<file path="config.mk">
export PLATFORM = sky130hd
export DESIGN_NAME = mau_wb_arbiter_flat
export DESIGN_NICKNAME = d
export VERILOG_FILES = /design/src/rtl/mau_wb_arbiter_if.sv /design/src/rtl/mau_wb_arbiter.sv /design/src/flat_wrapper.sv
export SDC_FILE = /design/constraint.sdc
export NUM_CORES = 1
export LEC_CHECK = 0
export ABC_AREA = 1
export CAP_MARGIN = 10
export CORE_MARGIN = 2
export CORE_UTILIZATION = 50
export DETAILED_ROUTE_END_ITERATION = 16
export PLACE_DENSITY = 0.81
export SLEW_MARGIN = 15
export SYNTH_ARGS = -nofsm -noshare
export SYNTH_HDL_FRONTEND = slang
export SYNTH_SLANG_ARGS = --single-unit
export TNS_END_PERCENT = 100
</file>
<file path="constraint.sdc">
create_clock -name wb_clk_i -period 2.7 [get_ports wb_clk_i]
set_input_delay 0.54 -clock wb_clk_i [delete_from_list [all_inputs] [get_ports wb_clk_i]]
set_output_delay 0.54 -clock wb_clk_i [all_outputs]
set_load 0.03 [all_outputs]
</file>
<file path="src/rtl/mau_wb_arbiter_if.sv">
// mau_wb_arbiter_if: client request/response and Wishbone B4 pipelined bus bundle
interface mau_wb_arbiter_if #(
    parameter int N_CH       = 2,
    parameter int ADDR_W     = 32,
    parameter int DATA_W     = 32,
    parameter int LINE_WORDS = 4
);
    localparam int BE_W = DATA_W / 8;
    logic [N_CH-1:0]              req_val;
    logic [N_CH-1:0]              req_we;
    logic [N_CH-1:0]              req_nc;
    logic [N_CH*ADDR_W-1:0]       req_addr;
    logic [N_CH*DATA_W-1:0]       req_wdata;
    logic [N_CH*BE_W-1:0]         req_be;
    logic [N_CH-1:0]              req_ack;
    logic [LINE_WORDS*DATA_W-1:0] ack_data;
    logic                         ack_nc;
    logic                         ack_we;
    logic                         ack_err;
    logic [DATA_W-1:0]            wb_dat_i;
    logic                         wb_ack_i;
    logic                         wb_stall_i;
    logic                         wb_err_i;
    logic [DATA_W-1:0]            wb_dat_o;
    logic [ADDR_W-1:0]            wb_adr_o;
    logic [BE_W-1:0]              wb_sel_o;
    logic                         wb_cyc_o;
    logic                         wb_stb_o;
    logic                         wb_we_o;
    logic                         wb_lock_o;
    modport master (
        input  req_val, req_we, req_nc, req_addr, req_wdata, req_be,
        input  wb_dat_i, wb_ack_i, wb_stall_i, wb_err_i,
        output req_ack, ack_data, ack_nc, ack_we, ack_err,
        output wb_dat_o, wb_adr_o, wb_sel_o, wb_cyc_o, wb_stb_o, wb_we_o, wb_lock_o
    );
    modport slave (
        output req_val, req_we, req_nc, req_addr, req_wdata, req_be,
        output wb_dat_i, wb_ack_i, wb_stall_i, wb_err_i,
        input  req_ack, ack_data, ack_nc, ack_we, ack_err,
        input  wb_dat_o, wb_adr_o, wb_sel_o, wb_cyc_o, wb_stb_o, wb_we_o, wb_lock_o
    );
endinterface

</file>
<file path="src/rtl/mau_wb_arbiter.sv">
// mau_wb_arbiter: round-robin N-channel cache refill / single-beat access unit on Wishbone B4 pipelined (optional MAU_WB_ERR_EN bus-error termination)
module mau_wb_arbiter #(
    parameter int N_CH       = 2,
    parameter int ADDR_W     = 32,
    parameter int DATA_W     = 32,
    parameter int LINE_WORDS = 4
) (
    input logic              wb_clk_i,
    input logic              wb_rst_i,
    mau_wb_arbiter_if.master bus
);
    localparam int BE_W  = DATA_W / 8;
    localparam int CW    = N_CH > 1 ? $clog2(N_CH) : 1;
    localparam int CNT_W = $clog2(LINE_WORDS) + 1;
    localparam int OFF   = $clog2(LINE_WORDS * BE_W);

    typedef enum logic [1:0] {IDLE, BUS, RESP} state_t;

    state_t                       state_q;
    logic [CW-1:0]                rr_q, grant_q, gnt_d, idx;
    logic                         gnt_val_d;
    logic                         we_q, nc_q, err_q;
    logic [CNT_W-1:0]             beats_q, issued_q, acked_q, issued_d;
    logic                         cyc_q, stb_q;
    logic [ADDR_W-1:0]            adr_q, req_adr;
    logic [DATA_W-1:0]            dat_q;
    logic [BE_W-1:0]              sel_q;
    logic [N_CH-1:0]              req_ack_q;
    logic [LINE_WORDS*DATA_W-1:0] line_q, line_d, ack_data_q;
    logic                         ack_nc_q, ack_we_q, ack_err_q;
    logic                         accept, err_in, err_any, term, last, line_rd;

`ifdef MAU_WB_ERR_EN
    assign err_in = bus.wb_err_i;
`else
    logic unused_err;
    assign unused_err = bus.wb_err_i;
    assign err_in = 1'b0;
`endif

    // Circular search for the first requesting channel after the last grant
    always_comb begin
        gnt_d = rr_q;
        gnt_val_d = 1'b0;
        idx = '0;
        for (int i = 1; i <= N_CH; i++) begin
            idx = CW'((int'(rr_q) + i) % N_CH);
            if (!gnt_val_d && bus.req_val[idx]) begin
                gnt_d = idx;
                gnt_val_d = 1'b1;
            end
        end
    end

    // Beat bookkeeping; after an error the beats already issued become the drain limit
    always_comb begin
        accept = stb_q && !bus.wb_stall_i;
        issued_d = issued_q + CNT_W'(accept);
        term = bus.wb_ack_i || err_in;
        err_any = err_q || err_in;
        last = term && (acked_q + CNT_W'(1) >= (err_any ? issued_d : beats_q));
        line_rd = !bus.req_we[gnt_d] && !bus.req_nc[gnt_d];
        req_adr = bus.req_addr[gnt_d*ADDR_W +: ADDR_W];
        line_d = line_q;
        line_d[acked_q[CNT_W-2:0]*DATA_W +: DATA_W] = err_in ? '0 : bus.wb_dat_i;
    end

    // Transaction FSM with registered bus and response outputs
    always_ff @(posedge wb_clk_i) begin
        if (wb_rst_i) begin
            state_q    <= IDLE;
            rr_q       <= CW'(N_CH - 1);
            grant_q    <= '0;
            we_q       <= 1'b0;
            nc_q       <= 1'b0;
            err_q      <= 1'b0;
            beats_q    <= '0;
            issued_q   <= '0;
            acked_q    <= '0;
            cyc_q      <= 1'b0;
            stb_q      <= 1'b0;
            adr_q      <= '0;
            dat_q      <= '0;
            sel_q      <= '0;
            req_ack_q  <= '0;
            line_q     <= '0;
            ack_data_q <= '0;
            ack_nc_q   <= 1'b0;
            ack_we_q   <= 1'b0;
            ack_err_q  <= 1'b0;
        end else begin
            case (state_q)
                IDLE: if (gnt_val_d) begin
                    state_q  <= BUS;
                    grant_q  <= gnt_d;
                    rr_q     <= gnt_d;
                    we_q     <= bus.req_we[gnt_d];
                    nc_q     <= bus.req_nc[gnt_d];
                    err_q    <= 1'b0;
                    beats_q  <= line_rd ? CNT_W'(LINE_WORDS) : CNT_W'(1);
                    issued_q <= '0;
                    acked_q  <= '0;
                    adr_q    <= line_rd ? {req_adr[ADDR_W-1:OFF], OFF'(0)} : req_adr;
                    dat_q    <= bus.req_wdata[gnt_d*DATA_W +: DATA_W];
                    sel_q    <= line_rd ? '1 : bus.req_be[gnt_d*BE_W +: BE_W];
                    cyc_q    <= 1'b1;
                    stb_q    <= 1'b1;
                end
                BUS: begin
                    issued_q <= issued_d;
                    stb_q <= stb_q && !err_any && issued_d < beats_q;
                    if (accept && issued_d < beats_q) adr_q <= adr_q + ADDR_W'(BE_W);
                    if (term) begin
                        acked_q <= acked_q + CNT_W'(1);
                        line_q  <= line_d;
                        err_q   <= err_any;
                    end
                    if (last) begin
                        state_q    <= RESP;
                        cyc_q      <= 1'b0;
                        stb_q      <= 1'b0;
                        req_ack_q  <= N_CH'(1) << grant_q;
                        ack_data_q <= line_d;
                        ack_nc_q   <= nc_q;
                        ack_we_q   <= we_q;
                        ack_err_q  <= err_any;
                    end
                end
                RESP: begin
                    req_ack_q <= '0;
                    state_q   <= IDLE;
                end
                default: state_q <= IDLE;
            endcase
        end
    end

    assign bus.req_ack   = req_ack_q;
    assign bus.ack_data  = ack_data_q;
    assign bus.ack_nc    = ack_nc_q;
    assign bus.ack_we    = ack_we_q;
    assign bus.ack_err   = ack_err_q;
    assign bus.wb_dat_o  = dat_q;
    assign bus.wb_adr_o  = adr_q;
    assign bus.wb_sel_o  = sel_q;
    assign bus.wb_cyc_o  = cyc_q;
    assign bus.wb_stb_o  = stb_q;
    assign bus.wb_we_o   = we_q;
    assign bus.wb_lock_o = 1'b0;
endmodule

</file>
<file path="src/flat_wrapper.sv">
// flat-port wrapper written by rule: the top's interface ports become plain ports
module mau_wb_arbiter_flat 
#(
    parameter int N_CH       = 2,
    parameter int ADDR_W     = 32,
    parameter int DATA_W     = 32,
    parameter int LINE_WORDS = 4
)
  (wb_clk_i, wb_rst_i, bus_req_val, bus_req_we, bus_req_nc, bus_req_addr, bus_req_wdata, bus_req_be, bus_wb_dat_i, bus_wb_ack_i, bus_wb_stall_i, bus_wb_err_i, bus_req_ack, bus_ack_data, bus_ack_nc, bus_ack_we, bus_ack_err, bus_wb_dat_o, bus_wb_adr_o, bus_wb_sel_o, bus_wb_cyc_o, bus_wb_stb_o, bus_wb_we_o, bus_wb_lock_o);
  mau_wb_arbiter_if #(.N_CH(N_CH), .ADDR_W(ADDR_W), .DATA_W(DATA_W), .LINE_WORDS(LINE_WORDS)) bus_i ();
  input logic wb_clk_i;
  input logic wb_rst_i;
  input wire logic [$bits(bus_i.req_val)-1:0] bus_req_val;
  input wire logic [$bits(bus_i.req_we)-1:0] bus_req_we;
  input wire logic [$bits(bus_i.req_nc)-1:0] bus_req_nc;
  input wire logic [$bits(bus_i.req_addr)-1:0] bus_req_addr;
  input wire logic [$bits(bus_i.req_wdata)-1:0] bus_req_wdata;
  input wire logic [$bits(bus_i.req_be)-1:0] bus_req_be;
  input wire logic [$bits(bus_i.wb_dat_i)-1:0] bus_wb_dat_i;
  input wire logic [$bits(bus_i.wb_ack_i)-1:0] bus_wb_ack_i;
  input wire logic [$bits(bus_i.wb_stall_i)-1:0] bus_wb_stall_i;
  input wire logic [$bits(bus_i.wb_err_i)-1:0] bus_wb_err_i;
  output wire logic [$bits(bus_i.req_ack)-1:0] bus_req_ack;
  output wire logic [$bits(bus_i.ack_data)-1:0] bus_ack_data;
  output wire logic [$bits(bus_i.ack_nc)-1:0] bus_ack_nc;
  output wire logic [$bits(bus_i.ack_we)-1:0] bus_ack_we;
  output wire logic [$bits(bus_i.ack_err)-1:0] bus_ack_err;
  output wire logic [$bits(bus_i.wb_dat_o)-1:0] bus_wb_dat_o;
  output wire logic [$bits(bus_i.wb_adr_o)-1:0] bus_wb_adr_o;
  output wire logic [$bits(bus_i.wb_sel_o)-1:0] bus_wb_sel_o;
  output wire logic [$bits(bus_i.wb_cyc_o)-1:0] bus_wb_cyc_o;
  output wire logic [$bits(bus_i.wb_stb_o)-1:0] bus_wb_stb_o;
  output wire logic [$bits(bus_i.wb_we_o)-1:0] bus_wb_we_o;
  output wire logic [$bits(bus_i.wb_lock_o)-1:0] bus_wb_lock_o;
  assign bus_i.req_val = bus_req_val;
  assign bus_i.req_we = bus_req_we;
  assign bus_i.req_nc = bus_req_nc;
  assign bus_i.req_addr = bus_req_addr;
  assign bus_i.req_wdata = bus_req_wdata;
  assign bus_i.req_be = bus_req_be;
  assign bus_i.wb_dat_i = bus_wb_dat_i;
  assign bus_i.wb_ack_i = bus_wb_ack_i;
  assign bus_i.wb_stall_i = bus_wb_stall_i;
  assign bus_i.wb_err_i = bus_wb_err_i;
  assign bus_req_ack = bus_i.req_ack;
  assign bus_ack_data = bus_i.ack_data;
  assign bus_ack_nc = bus_i.ack_nc;
  assign bus_ack_we = bus_i.ack_we;
  assign bus_ack_err = bus_i.ack_err;
  assign bus_wb_dat_o = bus_i.wb_dat_o;
  assign bus_wb_adr_o = bus_i.wb_adr_o;
  assign bus_wb_sel_o = bus_i.wb_sel_o;
  assign bus_wb_cyc_o = bus_i.wb_cyc_o;
  assign bus_wb_stb_o = bus_i.wb_stb_o;
  assign bus_wb_we_o = bus_i.wb_we_o;
  assign bus_wb_lock_o = bus_i.wb_lock_o;
  mau_wb_arbiter #(.N_CH(N_CH), .ADDR_W(ADDR_W), .DATA_W(DATA_W), .LINE_WORDS(LINE_WORDS)) u_core (.wb_clk_i(wb_clk_i), .wb_rst_i(wb_rst_i), .bus(bus_i));
endmodule
</file>
==> results of run 1 <==
-- worst min-delay path, cell delays in order, from the launching register on --
cell	delay, ps
dfxtp_1	300
inv_1	60
a211oi_1	60
-- area by class of cell --
type,instances,area share
antenna,5,0.0005937
clock inverter,18,0.01063
multi-input combinational,1329,0.3277
inverter,342,0.06115
tap,402,0.02387
clock buffer,50,0.04958
sequential,344,0.3268
timing repair buffer,417,0.1997
-- cells in the mapped netlist (11+ instances only) --
| library cell | number | share of area |
|---|---|---|
| dfxtp_1 | 344 | 0.44 |
| inv_1 | 336 | 0.080 |
| nand2_1 | 295 | 0.070 |
| nor2_1 | 243 | 0.058 |
| o21ai_0 | 203 | 0.064 |
| a21oi_1 | 186 | 0.059 |
| o22ai_1 | 129 | 0.051 |
| clkbuf_1 | 96 | 0.023 |
| nand3_1 | 77 | 0.024 |
| a211oi_2 | 58 | 0.046 |
| o21ai_1 | 46 | 0.015 |
| o211ai_1 | 39 | 0.019 |
| buf_2 | 37 | 0.012 |
| buf_1 | 12 | 0.0029 |
| ha_1 | 11 | 0.0087 |
| xor2_1 | 11 | 0.0061 |
-- through the flow --
stage	setup WS (ps)	std cells	instance area (um2)	power, mW
after floorplan	415.2	2174	15780	8.642
after global placement	-131.5	2834	19790	10.21
after detailed placement	-254.5	2834	19790	10.30
after CTS	257.6	2902	21060	15.56
after global routing	4.123	2907	21070	16.20
final	219.5	2907	21070	15.53
-- logic make-up after synthesis --
logic type                 count (synthesis)  share of synthesized area
AOI/OAI and AO/OA                        674                     0.2608
buffers and inverters                    501                     0.1273
and+or+nand+nor                          630                     0.1596
DFF                                      344                     0.4366
other                                      1                  0.0002378
adders and majority gates                 11                   0.008726
xor gates and xnor gates                  12                   0.006663
-- path summary, 6_finish.rpt --
path / cells after the start / to / startpoint / slack [ps]
worst min register to register: 2 / u_core.line_q[126] / u_core.line_q[126] / 470
worst min-delay path: 2 / u_core.line_q[126] / u_core.line_q[126] / 470
worst max-delay path: 7 / u_core.bus.ack_data[45] / u_core.acked_q[0] / 220
worst max register to register: 7 / u_core.bus.ack_data[45] / u_core.acked_q[0] / 220
-- power by group --
part / internal [mW] / switching, mW
logic: 1.62 / 2.64
clock network: 3.13 / 2.13
registers: 5.65 / 0.356
total: 10.4 / 5.13
-- sequential cells by signal (all words and copies together), names as in the netlist, 2 cells and up --
signal               flops
u_core.line_q          128
u_core.issued_q          3
u_core.bus.ack_data    128
u_core.beats_q           2
u_core.bus.req_ack       2
u_core.bus.wb_dat_o     32
u_core.state_q           2
u_core.acked_q           3
u_core.bus.wb_adr_o     32
u_core.bus.wb_sel_o      4
-- placed cells by master (no fill, tap or decap), types with 27 or more instances in the layout --
cell / n
o21ai_0: 203
inv_1: 335
a211oi_2: 58
dfxtp_1: 344
buf_4: 27
nand2_1: 295
o211ai_1: 39
a21oi_1: 186
clkdlybuf4s50_1: 379
nand3_1: 77
o22ai_1: 129
nor2_1: 243
o21ai_1: 45
clkbuf_16: 37
-- per-layer routing --
layer	track usage	wire, um
met1	0.4016	22120
met2	0.4553	22720
met3	0.05435	3611
met4	0.1428	2273
met5	0	0
==> qor.yml, run 1 <==
pwr:
  ir_worst_vdd_mv: 0.4620
  p_per_area_nw_per_um2: 737.1
  leakage_nw: 9.078
sta:
  post-route-min-period_ps: 2480
  min_period_over_period: 0.9187
  maxSlewHeadroom: 0.2198
  final.setup.tns_ps: 0
  worstMarginPinSlew_ps: 1169
  timing.final.hold_violations: 0
  rsz0062_at_grt: "false"
  setup_viol: 0
  worst_clock_skew_ps: 28.47
  fmax_mhz: 403.1
  slew_viol_final: 0
  holdWs_ps: 466.7
final_layout:
  fin_nets: 2661
  multi_input_area_um2: 6907
  drive_above_1_share: 0.06960
  fillers: 2572
  seqCellArea_um2: 6887
  synthToLayoutAreaGrowth_pct: 33.61
  fin_util: 0.6730
critical_path:
  path_cells: "inv_1 > ha_1 > nor2_1 > nand2_1 > a21oi_4 > inv_2 > a21oi_1"
  cp.arrival_ps: 2830
  start_kind: "flop"
  crit_path_end_kind: "flop"
  worst_ep_required_time_ps: 3050
  crit_family: "buffers and inverters"
  critPathKind: "reg2reg"
  path_buf_inv: 2
  critPathMaxStageDelay_ps: 840
  crit_fanout: 64
  slowest_stage: "inv_2"
logic_synthesis:
  synthCells: 2173
  async_reset_ff_frac: 0
  syn_avg_cell_area_um2: 7.258
  synth_cell_types: 37
  ys_seq_area_frac: 0.4366
  ys.flop_type: "dfxtp_1"
  syn_area_um2: 15770
  yosysWarnings: 0
  synth-edff-count: 0
  synth_seq_cells: 344
clocking:
  hold_buffers: 0
  cts_tree: "yes"
  htreeDepth: 2
  clk_latency_ps: 530
  cts.reportedPaths.clkPinSlew_ps: 60
  cts_resized: 0
  post-cts-setup-buffer-count: 0
  cts.sinks: 344
  root_buffer: "clkbuf_16"
  cts_inserted_buffers: 37
  cts_buffer_depth: 3
place:
  dp_hpwl_mm: 34.26
  place.gp.congestion: 0.8903
  port_buffers: 380
die:
  dieHeight_um: 181.6
  start_util: 0.5037
  die_area_um2: 32980
  rows: 65
  core_area_um2: 31310
  io_pins: 384
  die_x_um: 181.6
global_routing:
  antenna_found_initial: 5
  gr-total-overflow: 0
  grt_max_degree: 142
  grt_pass1_wl_mm: 79.37
  track_usage: 0.2959
  grt_pass1_vias: 15079
drt:
  ant_nets: 0
  wire_per_inst_um: 17.45
  firstDrtPassIters: 6
  drt_wl_total_mm: 50.72
  drt_iter0_drc: 1635
  drc: 0
  vias_per_cell: 5.472
  via_count: 15907
run_status:
  run_status: "complete, no violations"
run:
  maxCapViolations: 0
worst_hold_path:
  worst_hold_path_type: "reg2reg"
Power figures use the tool's default switching activity.
==> run 2, diff against run 1 <==
--- a/config.mk
+++ b/config.mk
@@ -7,6 +7,7 @@
 export LEC_CHECK = 0
 export ABC_AREA = 1
 export CAP_MARGIN = 10
+export CORE_ASPECT_RATIO = 0.8
 export CORE_MARGIN = 2
 export CORE_UTILIZATION = 50
 export DETAILED_ROUTE_END_ITERATION = 16
==> run 2 against run 1 <==
  * Worst hold slack improved by 4.7 ps
  * Clock-buffer cell count shrank 3
  * Cell area fell by 0.36%
  * Routed wire length rose by 3.9%
  * First-iteration DRC count fell by 11%
  * Clock power decreased by 8.0%
  * Critical path depth up 3
  * Utilization decreased by 0.17 points
  * Highest routed layer unchanged
==> qor.yml, run 2 (same netlist as run 1, synthesis figures left out) <==
run_status:
  run_status: "complete, no violations"
place:
  post-place-ws_ps: -192.1  # +62.42 ps
  port_buffers: 380  # unchanged
  place.gp.congestion: 0.9342  # +4.9%
  dp_hpwl_mm: 36.18  # +5.6%
pwr:
  p_sw_frac: 0.3353  # +0.004825
  p_clk_frac: 0.319  # -0.020
  leakage_nw: 9.029  # -0.54%
  seq_power_share: 0.397  # +0.010
  p_per_area_nw_per_um2: 722.9  # -1.9%
  ir_worst_vdd_mv: 0.3928  # -15%
  internal-power_mw: 10.09  # -3.0%
  power_switching_mw: 5.089  # -0.86%
  pwr-share-comb: 0.284  # +0.010
die:
  dieHeight_um: 162.9  # -10%
  start_util: 0.5043  # +0.0005441
  rows: 58  # -11%
  core_area_um2: 31280  # -0.11%
  die_area_um2: 32990  # about the same
  io_pins: 384  # unchanged
  die_x_um: 202.6  # +12%
clocking:
  post-cts-setup-buffer-count: 0  # unchanged
  hold_buffers: 0  # unchanged
  cts.sinks: 344  # unchanged
  cts_buffer_depth: 3  # unchanged
  cts_tree: "yes"
  htreeDepth: 2  # unchanged
  cts_resized: 0  # unchanged
  clk_latency_ps: 520  # about the same
  cts_inserted_buffers: 35  # -5.4%
  cts.reportedPaths.clkPinSlew_ps: 60  # about the same
  root_buffer: "clkbuf_16"
final_layout:
  layout_common_cells: "clkdlybuf4s50_1 (379), dfxtp_1 (343), inv_1 (335)"
  fillers: 2575  # +0.12%
  drive_above_1_share: 0.06621  # -0.003388
  multi_input_area_um2: 6909  # about the same
  seqCellArea_um2: 6888  # about the same
  fin_nets: 2660  # -0.038%
  final_common_cell: "clkdlybuf4s50_1"
  synthToLayoutAreaGrowth_pct: 33.13
critical_path:
  crit_path_end_kind: "flop"
  start_kind: "flop"
  cp-startpoint: "u_core.acked_q[0]"
  critPathMaxStageDelay_ps: 420  # -420 ps
  cp.arrival_ps: 2820  # about the same
  slowest_stage: "ha_1"
  worst_ep_required_time_ps: 3100  # +50 ps
  crit_top_cell: "nor2_1"
  reg2reg_from: "u_core.acked_q[0]"
  critPathKind: "reg2reg"
  crit_fanout: 73  # +14%
  path_cells: "inv_1 > ha_1 > nor2_1 > nand2_1 > a21oi_4 > nor2_8 > buf_16 > buf_12 > o21ai_0 > nor2_1"
drt:
  firstDrtPassIters: 5  # -1
  drt_iter0_drc: 1451  # -11%
  drt_wl_total_mm: 52.69  # +3.9%
  ant_nets: 0  # unchanged
  via_count: 16059  # +0.96%
  drc: 0  # unchanged
  wire_per_inst_um: 18.08  # +3.6%
  vias_per_cell: 5.511  # +0.71%
global_routing:
  grt_pass1_wl_mm: 82.12  # +3.5%
  gr-total-overflow: 0  # unchanged
  grt_pass1_vias: 15516  # +2.9%
  track_usage: 0.3090  # +0.01308
  grt_max_degree: 158  # +11%
  antenna_found_initial: 2  # -3
sta:
  maxSlewHeadroom: 0.4026  # +0.1827
  min_period_over_period: 0.8956  # -0.02311
  worst_clock_skew_ps: 23.73  # -4.737 ps
  worstMarginPinSlew_ps: 896.1  # -272.4 ps
  post-route-min-period_ps: 2418  # -62.39 ps
  setup_viol: 0  # unchanged
  finalWorstSetupSlack_ps: 281.9  # +62.39 ps
  rsz0062_at_grt: "false"
  fmax_mhz: 413.5  # +2.6%
  slew_viol_final: 0  # unchanged
  holdWs_ps: 471.5  # +4.749 ps
  timing.final.hold_violations: 0  # unchanged
run:
  maxCapViolations: 0  # unchanged
worst_hold_path:
  hold_start: "u_core.issued_q[1]"
  worst_hold_path_type: "reg2reg"
-- run 2: worst paths after layout --
path                                  end  slack [ps]  cells after the start
setup / recovery  u_core.bus.ack_data[21]         280                     10
setup reg to reg  u_core.bus.ack_data[21]         280                     10
hold reg to reg        u_core.issued_q[1]         470                      2
hold / removal         u_core.issued_q[1]         470                      2
-- run 2: worst max-delay path: cells and delay by family (launching register included) --
kind,cells,cell delay [ps]
buffers and inverters,3,590
AND/OR/NAND/NOR,4,380
flip-flops,1,410
adder cells (fa/ha/maj),1,420
AO/OA/AOI/OAI,2,480
-- run 2: layout make-up --
class | instances | share of cell area
multi-input combinational | 1329 | 0.3290
sequential | 344 | 0.3280
timing repair buffer | 418 | 0.2029
inverter | 342 | 0.06161
clock buffer | 47 | 0.04582
tap | 420 | 0.02503
clock inverter | 12 | 0.007329
antenna | 2 | 0.0002384
-- run 2: layer usage --
layer / wire (um) / track usage
met5: 0 / 0
met4: 2106 / 0.1340
met3: 4935 / 0.08003
met2: 23590 / 0.4869
met1: 22060 / 0.4014
-- run 2: power by group through the flow --
stage                     clock (mW)  combinational [mW]  sequential, mW
final                           4.85                4.31            6.02
after CTS                       4.90                4.29            6.01
after global placement             0                4.16            6.09
after detailed placement           0                4.25            6.11
after floorplan                    0                1.89            6.75
after global routing            5.10                4.65            6.07
-- run 2: through the flow --
step                      total power, mW  std cells  TNS [ps]  instance area, um2  utilization
final                               15.18       2914         0               21000       0.6713
after global routing                15.83       2912         0               20990       0.6712
after CTS                           15.19       2912         0               20980       0.6707
after detailed placement            10.36       2853     -4149               19860       0.6351
after global placement              10.26       2853     -1118               19860       0.6351
after floorplan                     8.642       2174         0               15780            -
==> run 3, diff against run 2 <==
--- a/config.mk
+++ b/config.mk
@@ -10,6 +10,7 @@
 export CORE_ASPECT_RATIO = 0.8
 export CORE_MARGIN = 2
 export CORE_UTILIZATION = 50
+export CTS_BUF_LIST = sky130_fd_sc_hd__clkbuf_16
 export DETAILED_ROUTE_END_ITERATION = 16
 export PLACE_DENSITY = 0.81
 export SLEW_MARGIN = 15
==> run 3 against run 2 <==
  * Clock skew fell by 1.7 ps
  * Power fell by 0.63%
  * Critical path depth did not move
  * Combinational power barely moved
  * Clock-buffer cell count fell by 11
  * Register-to-register slack barely moved
  * Non-clock buffer count did not move
  * Worst setup slack improved by 5.1 ps
  * Utilization fell by 0.064 points
  * Clock power fell by 2%
  * Critical path type unchanged
  * Worst hold slack barely moved
  * First-iteration DRC count fell by 8.5%
==> qor.yml, run 3 (same netlist as run 1, synthesis figures left out) <==
critical_path:
  path_buf_inv: 3  # unchanged
  crit_fanout: 73  # unchanged
  slowest_stage: "ha_1"
  path_cells: "inv_1 > ha_1 > nor2_1 > nand2_1 > a21oi_4 > nor2_8 > buf_16 > buf_12 > o21ai_0 > nor2_1"
  crit_path_end_kind: "flop"
  crit_family: "buffers and inverters"
  critPathMaxStageDelay_ps: 420  # about the same
  cp-startpoint: "u_core.acked_q[0]"
  crit_top_cell: "nor2_1"
  reg2reg_from: "u_core.acked_q[0]"
  start_kind: "flop"
  worst_ep_required_time_ps: 3110  # about the same
  critPathKind: "reg2reg"
  cp.arrival_ps: 2820  # about the same
run:
  maxCapViolations: 0  # unchanged
run_status:
  run_status: "complete, no violations"
sta:
  setup_viol: 0  # unchanged
  timing.final.hold_violations: 0  # unchanged
  worstMarginPinSlew_ps: 866.0  # -30.09 ps
  finalWorstSetupSlack_ps: 287.0  # +5.109 ps
  slew_viol_final: 0  # unchanged
  holdWs_ps: 471.5  # +0.01600 ps
  worst_clock_skew_ps: 22.06  # -1.674 ps
  fmax_mhz: 414.4  # +0.21%
  maxSlewHeadroom: 0.4226  # +0.02006
  rsz0062_at_grt: "false"
  post-route-min-period_ps: 2413  # -5.109 ps
  min_period_over_period: 0.8937  # -0.001892
die:
  start_util: 0.5043  # unchanged
  dieHeight_um: 162.9  # unchanged
  core_area_um2: 31280  # unchanged
  io_pins: 384  # unchanged
  die_x_um: 202.6  # unchanged
  rows: 58  # unchanged
  die_area_um2: 32990  # unchanged
clocking:
  clk_latency_ps: 520  # about the same
  cts_buffer_depth: 3  # unchanged
  cts.reportedPaths.clkPinSlew_ps: 70  # about the same
  hold_buffers: 0  # unchanged
  cts_tree: "yes"
  cts.sinks: 344  # unchanged
  htreeDepth: 2  # unchanged
  root_buffer: "clkbuf_16"
  cts_inserted_buffers: 35  # unchanged
pwr:
  p_per_area_nw_per_um2: 719.0  # -0.54%
  seq_power_share: 0.399  # +0.002
  leakage_nw: 9.055  # +0.29%
  ir_worst_vdd_mv: 0.3900  # -0.71%
  pwr-share-comb: 0.286  # +0.002
  p_sw_frac: 0.3371  # +0.001852
  p_clk_frac: 0.315  # -0.004
  internal-power_mw: 9.998  # -0.91%
  power_switching_mw: 5.085  # about the same
final_layout:
  drive_above_1_share: 0.06541  # -0.0008026
  fin_util: 0.6707  # about the same
  fillers: 2579  # +0.16%
  fin_nets: 2660  # unchanged
  final_common_cell: "clkdlybuf4s50_1"
  synthToLayoutAreaGrowth_pct: 33.00  # about the same
  layout_common_cells: "clkdlybuf4s50_1 (379), inv_1 (344), dfxtp_1 (343)"
place:
  port_buffers: 380  # unchanged
  place.gp.congestion: 0.9342  # unchanged
  dp_hpwl_mm: 36.18  # unchanged
  post-place-ws_ps: -192.1  # unchanged
drt:
  ant_nets: 0  # unchanged
  drc: 0  # unchanged
  via_count: 16052  # -0.044%
  vias_per_cell: 5.509  # about the same
  wire_per_inst_um: 18.07  # about the same
  drt_iter0_drc: 1328  # -8.5%
  firstDrtPassIters: 6  # +1
  drt_wl_total_mm: 52.66  # about the same
global_routing:
  antenna_found_initial: 2  # unchanged
  grt_max_degree: 158  # unchanged
  gr-total-overflow: 0  # unchanged
  grt_pass1_vias: 15512  # -0.026%
  grt_pass1_wl_mm: 82.04  # about the same
  track_usage: 0.3088  # about the same
worst_hold_path:
  hold_start: "u_core.issued_q[1]"
  worst_hold_path_type: "reg2reg"
run 3: final cells by class:
cell class                 count  area, um2  share of cell area
multi-input combinational   1329       6909              0.3294
sequential                   344       6888              0.3283
timing repair buffer         418       4260              0.2031
antenna                        2      5.005           0.0002386
clock inverter                23      195.2            0.009305
tap                          420      525.5             0.02505
inverter                     342       1294             0.06167
clock buffer                  36      900.9             0.04294
run 3: through the flow:
step / std cells / power (mW) / TNS [ps] / instance area [um2]
after floorplan: 2174 / 8.642 / 0 / 15780
after detailed placement: 2853 / 10.36 / -4149 / 19860
final: 2914 / 15.08 / 0 / 20980
after global routing: 2912 / 15.73 / 0 / 20970
after CTS: 2912 / 15.10 / 0 / 20960
after global placement: 2853 / 10.26 / -1118 / 19860
run 3: final timing paths:
kind | end | slack [ps] | depth (start not counted)
hold / removal | u_core.issued_q[1] | 470 | 2
hold reg to reg | u_core.issued_q[1] | 470 | 2
setup / recovery | u_core.bus.ack_data[21] | 290 | 10
setup reg to reg | u_core.bus.ack_data[21] | 290 | 10
run 3: what timing repair did:
item | in CTS | in global routing
endpoints found under the setup margin | 0 | 84
buffers inserted | 0 | 0
endpoints found under the hold margin | 0 | 0
gates resized for setup | 0 | 5
run 3: power groups by stage:
stage / registers (mW) / logic (mW) / clock network (mW)
6_report: 6.02 / 4.31 / 4.75
5_1_grt: 6.07 / 4.65 / 5.00
2_1_floorplan: 6.75 / 1.89 / 0
3_3_place_gp: 6.09 / 4.16 / 0
3_5_place_dp: 6.11 / 4.25 / 0
4_1_cts: 6.01 / 4.29 / 4.80
run 3: metal layers:
metal / vias to the layer above / GRT usage / wire, um
li1: 7722 / - / -
met1: 7487 / 0.4018 / 21900
met2: 710 / 0.4855 / 23550
met3: 133 / 0.08043 / 5024
met4: 0 / 0.1340 / 2191
met5: - / 0 / 0
run 3: worst reg2reg max path, delay by kind of cell (launching register included):
family / cells / cell delay, ps
flip-flops: 1 / 410
adder cells (fa/ha/maj): 1 / 420
buffers and inverters: 3 / 600
AND/OR/NAND/NOR: 4 / 380
AO/OA/AOI/OAI: 2 / 510
